$ cat src/rtl/wb_arbiter_rr.sv
// wb_arbiter_rr: N-port Wishbone arbiter in front of one shared slave.
// Round-robin or fixed priority, with an optional stalled-cycle timeout.
module wb_arbiter_rr #(
    parameter int NUM_MASTERS    = 2,
    parameter int ADDR_WIDTH     = 23,
    parameter int DATA_WIDTH     = 8,
    parameter int MODE           = 0,
    parameter int TIMEOUT_CYCLES = 0
) (
    input  logic                              clk_i,
    input  logic                              rst_i,
    input  logic [NUM_MASTERS-1:0]            wbs_cyc_i,
    input  logic [NUM_MASTERS-1:0]            wbs_stb_i,
    input  logic [NUM_MASTERS-1:0]            wbs_we_i,
    input  logic [NUM_MASTERS-1:0]            wbs_sel_i,
    input  logic [NUM_MASTERS*ADDR_WIDTH-1:0] wbs_adr_i,
    input  logic [NUM_MASTERS*DATA_WIDTH-1:0] wbs_dat_i,
    input  logic [NUM_MASTERS*3-1:0]          wbs_cti_i,
    input  logic [NUM_MASTERS*2-1:0]          wbs_bte_i,
    output logic [NUM_MASTERS-1:0]            wbs_ack_o,
    output logic [NUM_MASTERS-1:0]            wbs_err_o,
    output logic [NUM_MASTERS-1:0]            wbs_rty_o,
    output logic [DATA_WIDTH-1:0]             wbs_dat_o,
    output logic                              wbm_cyc_o,
    output logic                              wbm_stb_o,
    output logic                              wbm_we_o,
    output logic                              wbm_sel_o,
    output logic [ADDR_WIDTH-1:0]             wbm_adr_o,
    output logic [DATA_WIDTH-1:0]             wbm_dat_o,
    output logic [2:0]                        wbm_cti_o,
    output logic [1:0]                        wbm_bte_o,
    input  logic                              wbm_ack_i,
    input  logic                              wbm_err_i,
    input  logic                              wbm_rty_i,
    input  logic [DATA_WIDTH-1:0]             wbm_dat_i,
    output logic [NUM_MASTERS-1:0]            grant_o
);

    localparam int N  = NUM_MASTERS;
    localparam int IW = (N > 1) ? $clog2(N) : 1;
    localparam int TW = (TIMEOUT_CYCLES > 1) ? $clog2(TIMEOUT_CYCLES) : 1;
    localparam bit TMO_EN = (TIMEOUT_CYCLES > 0);
    localparam logic [TW-1:0] TMO_LAST =
        TW'((TIMEOUT_CYCLES > 0) ? TIMEOUT_CYCLES - 1 : 0);

    typedef enum logic [1:0] {
        S_IDLE  = 2'd0,
        S_GRANT = 2'd1,
        S_ABORT = 2'd2
    } state_t;

    state_t          state_q, state_d;
    logic [IW-1:0]   owner_q, owner_d;
    logic [IW-1:0]   ptr_q, ptr_d;
    logic [TW-1:0]   tmo_q, tmo_d;

    logic            win_found;
    logic [IW-1:0]   win_idx;

    logic [N-1:0]    own_oh;
    logic            own_cyc;
    logic            own_stb;
    logic            own_we;
    logic            own_sel;
    logic [ADDR_WIDTH-1:0] own_adr;
    logic [DATA_WIDTH-1:0] own_dat;
    logic [2:0]      own_cti;
    logic [1:0]      own_bte;
    logic            own_resp;
    logic            tmo_hit;

    // Find the next owner among requesting masters
    always_comb begin
        int            scan;
        logic [IW-1:0] cand;
        scan      = 0;
        cand      = '0;
        win_found = 1'b0;
        win_idx   = '0;
        for (int k = 0; k < N; k++) begin
            if (MODE == 1) begin
                scan = k;
            end else begin
                scan = (int'(ptr_q) + 1 + k) % N;
            end
            cand = IW'(scan);
            if (!win_found && wbs_cyc_i[cand]) begin
                win_found = 1'b1;
                win_idx   = cand;
            end
        end
    end

    // Select the current owner's request signals
    always_comb begin
        own_oh  = '0;
        own_cyc = 1'b0;
        own_stb = 1'b0;
        own_we  = 1'b0;
        own_sel = 1'b0;
        own_adr = '0;
        own_dat = '0;
        own_cti = '0;
        own_bte = '0;
        for (int i = 0; i < N; i++) begin
            if (owner_q == IW'(i)) begin
                own_oh[i] = 1'b1;
                own_cyc   = wbs_cyc_i[i];
                own_stb   = wbs_stb_i[i];
                own_we    = wbs_we_i[i];
                own_sel   = wbs_sel_i[i];
                own_adr   = wbs_adr_i[i*ADDR_WIDTH +: ADDR_WIDTH];
                own_dat   = wbs_dat_i[i*DATA_WIDTH +: DATA_WIDTH];
                own_cti   = wbs_cti_i[i*3 +: 3];
                own_bte   = wbs_bte_i[i*2 +: 2];
            end
        end
    end

    // A stalled strobe that has waited its full budget aborts the cycle;
    // a response arriving on that very cycle still takes precedence
    always_comb begin
        own_resp = wbm_ack_i | wbm_err_i | wbm_rty_i;
        tmo_hit  = TMO_EN && own_stb && !own_resp
                   && (tmo_q == TMO_LAST);
    end

    // Next-state, bus steering and response routing
    always_comb begin
        state_d   = state_q;
        owner_d   = owner_q;
        ptr_d     = ptr_q;
        tmo_d     = '0;
        wbm_cyc_o = 1'b0;
        wbm_stb_o = 1'b0;
        wbm_we_o  = 1'b0;
        wbm_sel_o = 1'b0;
        wbm_adr_o = '0;
        wbm_dat_o = '0;
        wbm_cti_o = '0;
        wbm_bte_o = '0;
        wbs_ack_o = '0;
        wbs_err_o = '0;
        wbs_rty_o = '0;
        unique case (state_q)
            S_IDLE: begin
                if (win_found) begin
                    state_d = S_GRANT;
                    owner_d = win_idx;
                    if (MODE == 0) begin
                        ptr_d = win_idx;
                    end
                end
            end
            S_GRANT: begin
                if (!own_cyc) begin
                    state_d = S_IDLE;
                end else if (tmo_hit) begin
                    wbs_err_o = own_oh;
                    state_d   = S_ABORT;
                end else begin
                    wbm_cyc_o = 1'b1;
                    wbm_stb_o = own_stb;
                    wbm_we_o  = own_we;
                    wbm_sel_o = own_sel;
                    wbm_adr_o = own_adr;
                    wbm_dat_o = own_dat;
                    wbm_cti_o = own_cti;
                    wbm_bte_o = own_bte;
                    wbs_ack_o = own_oh & {N{wbm_ack_i}};
                    wbs_err_o = own_oh & {N{wbm_err_i}};
                    wbs_rty_o = own_oh & {N{wbm_rty_i}};
                    if (TMO_EN && own_stb && !own_resp) begin
                        tmo_d = tmo_q + TW'(1);
                    end
                end
            end
            S_ABORT: begin
                if (!own_cyc) begin
                    state_d = S_IDLE;
                end
            end
            default: begin
                state_d = S_IDLE;
            end
        endcase
    end

    // Grant is visible for as long as a master owns the bus
    always_comb begin
        grant_o = '0;
        if (state_q != S_IDLE) begin
            grant_o = own_oh;
        end
    end

    // Read data goes to every master; only the owner sees an ack
    assign wbs_dat_o = wbm_dat_i;

    // Arbiter state and current owner
    always_ff @(posedge clk_i) begin
        if (rst_i) begin
            state_q <= S_IDLE;
            owner_q <= '0;
        end else begin
            state_q <= state_d;
            owner_q <= owner_d;
        end
    end

    // Round-robin pointer, starts so that master 0 is searched first
    always_ff @(posedge clk_i) begin
        if (rst_i) begin
            ptr_q <= IW'(N - 1);
        end else begin
            ptr_q <= ptr_d;
        end
    end

    // Stall counter for the response timeout
    always_ff @(posedge clk_i) begin
        if (rst_i) begin
            tmo_q <= '0;
        end else begin
            tmo_q <= tmo_d;
        end
    end

endmodule
$ cat config.mk
export PLATFORM = sky130hd
export DESIGN_NAME = wb_arbiter_rr
export DESIGN_NICKNAME = d
export VERILOG_FILES = /design/src/rtl/wb_arbiter_rr.sv
export SDC_FILE = /design/constraint.sdc
export NUM_CORES = 1
export LEC_CHECK = 0
export CAP_MARGIN = 20
export CORE_AREA = 4 4 69 71
export DETAILED_ROUTE_END_ITERATION = 6
export DIE_AREA = 0 0 73 75
export GPL_ROUTABILITY_DRIVEN = 0
export PLACE_DENSITY = 0.92
export SLEW_MARGIN = 20
export SYNTH_ARGS = -nofsm -noshare
export SYNTH_HDL_FRONTEND = slang
export SYNTH_SLANG_ARGS = --single-unit
$ cat constraint.sdc
create_clock -name clk_i -period 2.2 [get_ports clk_i]
set_input_delay 0.55 -clock clk_i [delete_from_list [all_inputs] [get_ports clk_i]]
set_output_delay 0.55 -clock clk_i [all_outputs]
set_load 0.01 [all_outputs]
==> impl_metrics.json, run 1 <==
{
  "finalMaxSlewViolations": 0,
  "regArea_um2": 63.8,
  "io_buffer_count": 132,
  "via_per_inst": 4.95,
  "finalNetCount": 376,
  "cp-end-kind": "output port",
  "path_class": "input pin to output port",
  "hold_ws_ps": 487,
  "io_pins": 149,
  "grt_pass1_vias": 1642,
  "rsz0062_at_grt": "false",
  "power.total_mw": 0.622,
  "ys_top_cells_by_count": "a21oi_1, nand3_1, nand3b_1, nor2_1",
  "area_growth_pct": 133,
  "placed_cells": 328,
  "synth_nets": 254,
  "worst_slew_pin_slew_ps": 247,
  "cts_tree": "done",
  "avgSynthCellArea_um2": 6.20,
  "yosys.area.top_type": "nand3b_1",
  "slew_headroom": 0.835,
  "drive_above_1_share": 0.0816,
  "die-area_mm2": 0.00548,
  "route.detailed.drc": 0,
  "place_area_mm2": 0.00231,
  "grt_pass1_wl_um": 7470,
  "first_iter_violations": 57,
  "die_h_um": 75,
  "cts_buffer_depth": 2,
  "critPathMaxStageDelay_ps": 460,
  "fp-row-count": 24,
  "totalWireLength_um": 4960,
  "start_util": 0.236,
  "synthTopCellsByArea": "nand3b_1, a21oi_1, nand3_1",
  "finalNonFillerCells": 334,
  "cp.required_ps": 1650,
  "setup_viol_count_final": 0,
  "outcome": "finished clean",
  "syn_area_um2": 998,
  "cts-root-buf": "clkbuf_8",
  "vias": 1654,
  "maxCapViolCount": 0,
  "gr-total-overflow": 0,
  "worst_ir_drop_vdd_v": 0.000187,
  "async_reset_ff_frac": 0,
  "ys_ff_latch": 3,
  "cts.sinks": 3,
  "n_antenna_cell": 0,
  "start_kind": "input pin",
  "htree_levels": 1,
  "insertion_delay_ps": 220,
  "cts_buffers": 3,
  "final_area_mm2": 0.00233,
  "hold_path.class": "flip-flop to flip-flop",
  "dr.pass1.iters": 4,
  "routedWlPerCell_um": 14.9,
  "crit_path_max_fanout": 1,
  "dp_hpwl_um": 3920,
  "fmax_mhz": 479,
  "cp_num_buf_inv": 2,
  "synth.distinct_cells": 21,
  "fin_skew_ps": 2.24,
  "antenna_found_initial": 0,
  "fin_crit_ps": 2090,
  "synth_top_area_frac": 0.218,
  "ant_nets": 0,
  "p_per_area_mw_per_mm2": 267,
  "synthCells": 161,
  "multiInputGateArea_um2": 768,
  "critPathSlowestCell": "clkdlybuf4s50_1",
  "yosysWarnings": 0,
  "hold_viol_final": 0,
  "core_mm2": 0.00423,
  "grt_max_degree": 25,
  "synth-edff-count": 0,
  "seq_area_frac_synth": 0.0602,
  "die_width_um": 73,
  "crit_chain": "clkdlybuf4s50_1 > nand3b_1 > a21oi_1 > dlygate4sd2_1",
  "p_leak_nw": 1.03,
  "finalCritPeriodShare": 0.949,
  "grt_util_all_layers": 0.171,
  "cpLargestDelayFamily": "buffers and inverters",
  "fill_cells": 406,
  "arrival_ps": 1540,
  "ys.flop_type": "dfxtp_1",
  "path_clk_slew_ps": 30
}
path summary, 6_finish.rpt:
check,startpoint,to,slack (ps),depth (start not counted)
hold / removal,ptr_q,ptr_q,490,1
setup reg to reg,owner_q,state_q[0],990,4
hold reg to reg,ptr_q,ptr_q,490,1
setup / recovery,wbs_adr_i[9],wbm_adr_o[9],110,4
cell type report:
type | instances | share of cell area
multi-input combinational | 129 | 0.330
sequential | 3 | 0.0274
timing repair buffer | 145 | 0.594
inverter | 1 | 0.00161
tap | 52 | 0.0279
clock buffer | 4 | 0.0193
cells in the final DEF (no fill, tap or decap), types with 2 or more instances in the layout:
cell	n
nand3_1	29
nor2b_4	2
clkdlybuf4s50_1	84
clkbuf_8	3
buf_6	4
nand3b_1	29
dfxtp_1	2
nor2_1	15
and2_1	4
buf_4	7
buf_2	2
a22oi_1	10
a21oi_1	29
dlygate4sd2_1	46
and3_1	4
flip-flops by register name (all words and copies together), names as in the netlist:
signal   count
owner_q      1
ptr_q        1
state_q      1
metrics by stage:
step / setup TNS (ps) / util / setup slack (ps)
CTS: 0 / 0.550 / 103
floorplan: 0 / - / 471
global placement: -20000 / 0.545 / -475
global route: 0 / 0.550 / 26.1
finish: 0 / 0.550 / 112
detailed placement: -21060 / 0.545 / -514
kinds of logic after synthesis:
| kind of cell | count (synthesis) | synth area share |
|---|---|---|
| simple gates | 86 | 0.510 |
| compound gates | 42 | 0.246 |
| buf+inv | 30 | 0.184 |
| flops | 3 | 0.0602 |
repair_timing:
action	4_1_cts	5_1_grt
hold buffers	0	0
buffers inserted	0	0
endpoints found under the setup margin	46	0
endpoints found under the hold margin	0	0
resized for setup	59	0
metal layers:
| metal | wire, um | up-vias | global-route usage | share of wire |
|---|---|---|---|---|
| li1 | - | 816 | - | - |
| met1 | 1720 | 750 | 0.175 | 0.35 |
| met2 | 2710 | 80 | 0.324 | 0.55 |
| met3 | 438 | 8 | 0.0561 | 0.088 |
| met4 | 92 | 0 | 0.0615 | 0.019 |
| met5 | 0 | - | 0 | 0 |
where the power goes:
| group | switching, mW | total, mW | internal, mW |
|---|---|---|---|
| logic | 0.149 | 0.389 | 0.240 |
| clock network | 0.0380 | 0.162 | 0.124 |
| registers | 0.0118 | 0.0711 | 0.0594 |
Note: power is estimated with default switching activity, not from simulation.
==> inputs of run 2 (changes only) <==
--- a/config.mk
+++ b/config.mk
@@ -5,12 +5,14 @@
 export SDC_FILE = /design/constraint.sdc
 export NUM_CORES = 1
 export LEC_CHECK = 0
+export ABC_AREA = 1
 export CAP_MARGIN = 20
-export CORE_AREA = 4 4 69 71
+export CORE_AREA = 4 4 66 68
 export DETAILED_ROUTE_END_ITERATION = 6
-export DIE_AREA = 0 0 73 75
+export DIE_AREA = 0 0 70 72
 export GPL_ROUTABILITY_DRIVEN = 0
-export PLACE_DENSITY = 0.92
+export HOLD_SLACK_MARGIN = 0.08
+export PLACE_DENSITY = 0.95
 export SLEW_MARGIN = 20
 export SYNTH_ARGS = -nofsm -noshare
 export SYNTH_HDL_FRONTEND = slang
==> run 2 against run 1 <==
- cell area fell by 8.7%
- hold slack got worse by 1.4 ps
- global-route usage fell by 0.73 points
- sequential power fell by 7.7%
- non-clock buffer count fell by 2
- critical path depth rose by 3
- synthesized cell count rose by 5.0%
- clock power fell by 4%
==> impl_metrics.json, run 2 <==
{
  "synth.most_common_cell": "nand2_1",
  "gr-total-overflow": 0,
  "fin_ws_ps": 78.6,
  "grt_util_all_layers": 0.164,
  "seq_area_frac_synth": 0.0707,
  "rsz0062_at_grt": "false",
  "io_buffer_count": 132,
  "cts-root-buf": "clkbuf_8",
  "path_clk_slew_ps": 30,
  "cts_tree": "done",
  "finalMaxSlewViolations": 0,
  "setup_viol_count_final": 0,
  "cts_buffer_depth": 2,
  "fin_skew_ps": 0.340,
  "outcome": "finished clean",
  "dr.pass1.iters": 4,
  "die-area_mm2": 0.00504,
  "grt_max_degree": 40,
  "synth-edff-count": 0,
  "cp.required_ps": 1650,
  "path_class": "input pin to output port",
  "start_util": 0.220,
  "cp-end-kind": "output port",
  "arrival_ps": 1570,
  "die_width_um": 70,
  "totalWireLength_um": 4390,
  "synthTopCellsByArea": "nand2_1, a21oi_1, a21oi_2",
  "ys_ff_latch": 3,
  "slew_headroom": 0.796,
  "n_antenna_cell": 0,
  "postCtsSetupBuffers": 0,
  "hold_path.class": "flip-flop to flip-flop",
  "io_pins": 149,
  "largestRegisters": "owner_q (1), ptr_q (1), state_q (1)",
  "synth.distinct_cells": 16,
  "final_cell_mix": "clkdlybuf4s50_1, nand2_1, a21oi_1",
  "start_kind": "input pin",
  "insertion_delay_ps": 210,
  "final_common_cell": "clkdlybuf4s50_1",
  "postCtsHoldBufs": 0,
  "dp_hpwl_um": 3670,
  "ys_top_cells_by_count": "nand2_1, a21oi_1, a21oi_2, nor2_1, buf_4",
  "route.detailed.drc": 0,
  "finalCritPeriodShare": 0.964,
  "synthCells": 169,
  "reg2regPathDepth": 6,
  "syn_area_um2": 850,
  "grt_pass1_wl_um": 6840,
  "drive_above_1_share": 0.186,
  "synth_nets": 262,
  "routedWlPerCell_um": 12.7,
  "whs_path_depth": 2,
  "grt_most_used_layer": "met2",
  "met3_usage": 0.0499,
  "yosys.area.top_type": "nand2_1",
  "htree_levels": 1,
  "crit_path_max_fanout": 19,
  "avgSynthCellArea_um2": 5.03,
  "grt_pass1_vias": 1550,
  "met1_usage": 0.169,
  "core_mm2": 0.00386,
  "yosysWarnings": 0,
  "maxCapViolCount": 0,
  "gr-usage-met2": 0.312,
  "p_leak_nw": 1.02,
  "worst_slew_pin_slew_ps": 303,
  "preCtsSetupSlack_ps": -554,
  "via_per_inst": 4.50,
  "synth_top_area_frac": 0.362,
  "first_iter_violations": 40,
  "cts.sinks": 3,
  "worst_ir_drop_vdd_v": 0.000211,
  "vias": 1552,
  "p_per_area_mw_per_mm2": 291,
  "cts_buffers": 3,
  "fin_crit_ps": 2120,
  "fmax_mhz": 471,
  "async_reset_ff_frac": 0,
  "finalNetCount": 389,
  "die_h_um": 72,
  "ant_nets": 0,
  "hold_viol_final": 0,
  "antenna_found_initial": 0,
  "fp-row-count": 23,
  "ys.flop_type": "dfxtp_1",
  "final_util": 0.552,
  "area_growth_pct": 150
}
-- run 2: worst paths after layout --
| kind | startpoint | end | slack [ps] |
|---|---|---|---|
| setup / recovery | wbs_cyc_i[0] | wbm_adr_o[14] | 80 |
| hold / removal | ptr_q | ptr_q | 490 |
| hold reg to reg | ptr_q | ptr_q | 490 |
| setup reg to reg | owner_q | state_q[0] | 1130 |
-- run 2: cell families (layout without fill, tap and decap cells) --
| group | Yosys count | count (layout) | synth area share |
|---|---|---|---|
| AOI/OAI and AO/OA | 41 | 41 | 0.286 |
| and+or+nand+nor | 96 | 96 | 0.448 |
| DFF | 3 | 3 | 0.0707 |
| buffers and inverters | 29 | 155 | 0.196 |
-- run 2: metal layers --
metal / share of wire / vias up
li1: - / 776
met1: 0.37 / 686
met2: 0.52 / 86
met3: 0.099 / 4
met4: 0.012 / 0
met5: 0 / -
-- run 2: what timing repair did --
action | 4_1_cts | 5_1_grt
setup endpoints to repair | 46 | 34
pin swaps | 1 | 0
resized for setup | 52 | 57
endpoints found under the hold margin | 0 | 0
-- run 2: area by class of cell --
type,count,area (um2)
Tap cell,50,62.6
Clock buffer,4,45.0
Multi-Input combinational cell,137,627
Inverter,8,30.0
Fill cell,384,1730
Sequential cell,3,60.1
Timing Repair Buffer,143,1300
-- run 2: metrics by stage --
step / setup TNS [ps] / instances / area (um2) / power (mW) / hold WS, ps
finish: 0 / 345 / 2130 / 0.619 / 486
global route: 0 / 345 / 2130 / 0.664 / 508
CTS: 0 / 345 / 2200 / 0.632 / 483
detailed placement: -20810 / 341 / 2220 / 0.501 / 474
global placement: -19200 / 341 / 2220 / 0.494 / 453
floorplan: 0 / 169 / 850 / 0.234 / 440
-- run 2: worst max-delay path: stages --
cell and delay, ps:
dlygate4sd2_1 230, nand3_2 90, nand2_2 100, inv_2 70, buf_12 150, a21oi_1 120, clkdlybuf4s15_1 260
-- run 2: where the power goes --
part           internal [mW]  leakage, nW  switching [mW]
sequential            0.0601       0.0250         0.00551
combinational          0.230        0.976           0.167
clock                  0.123       0.0228          0.0323
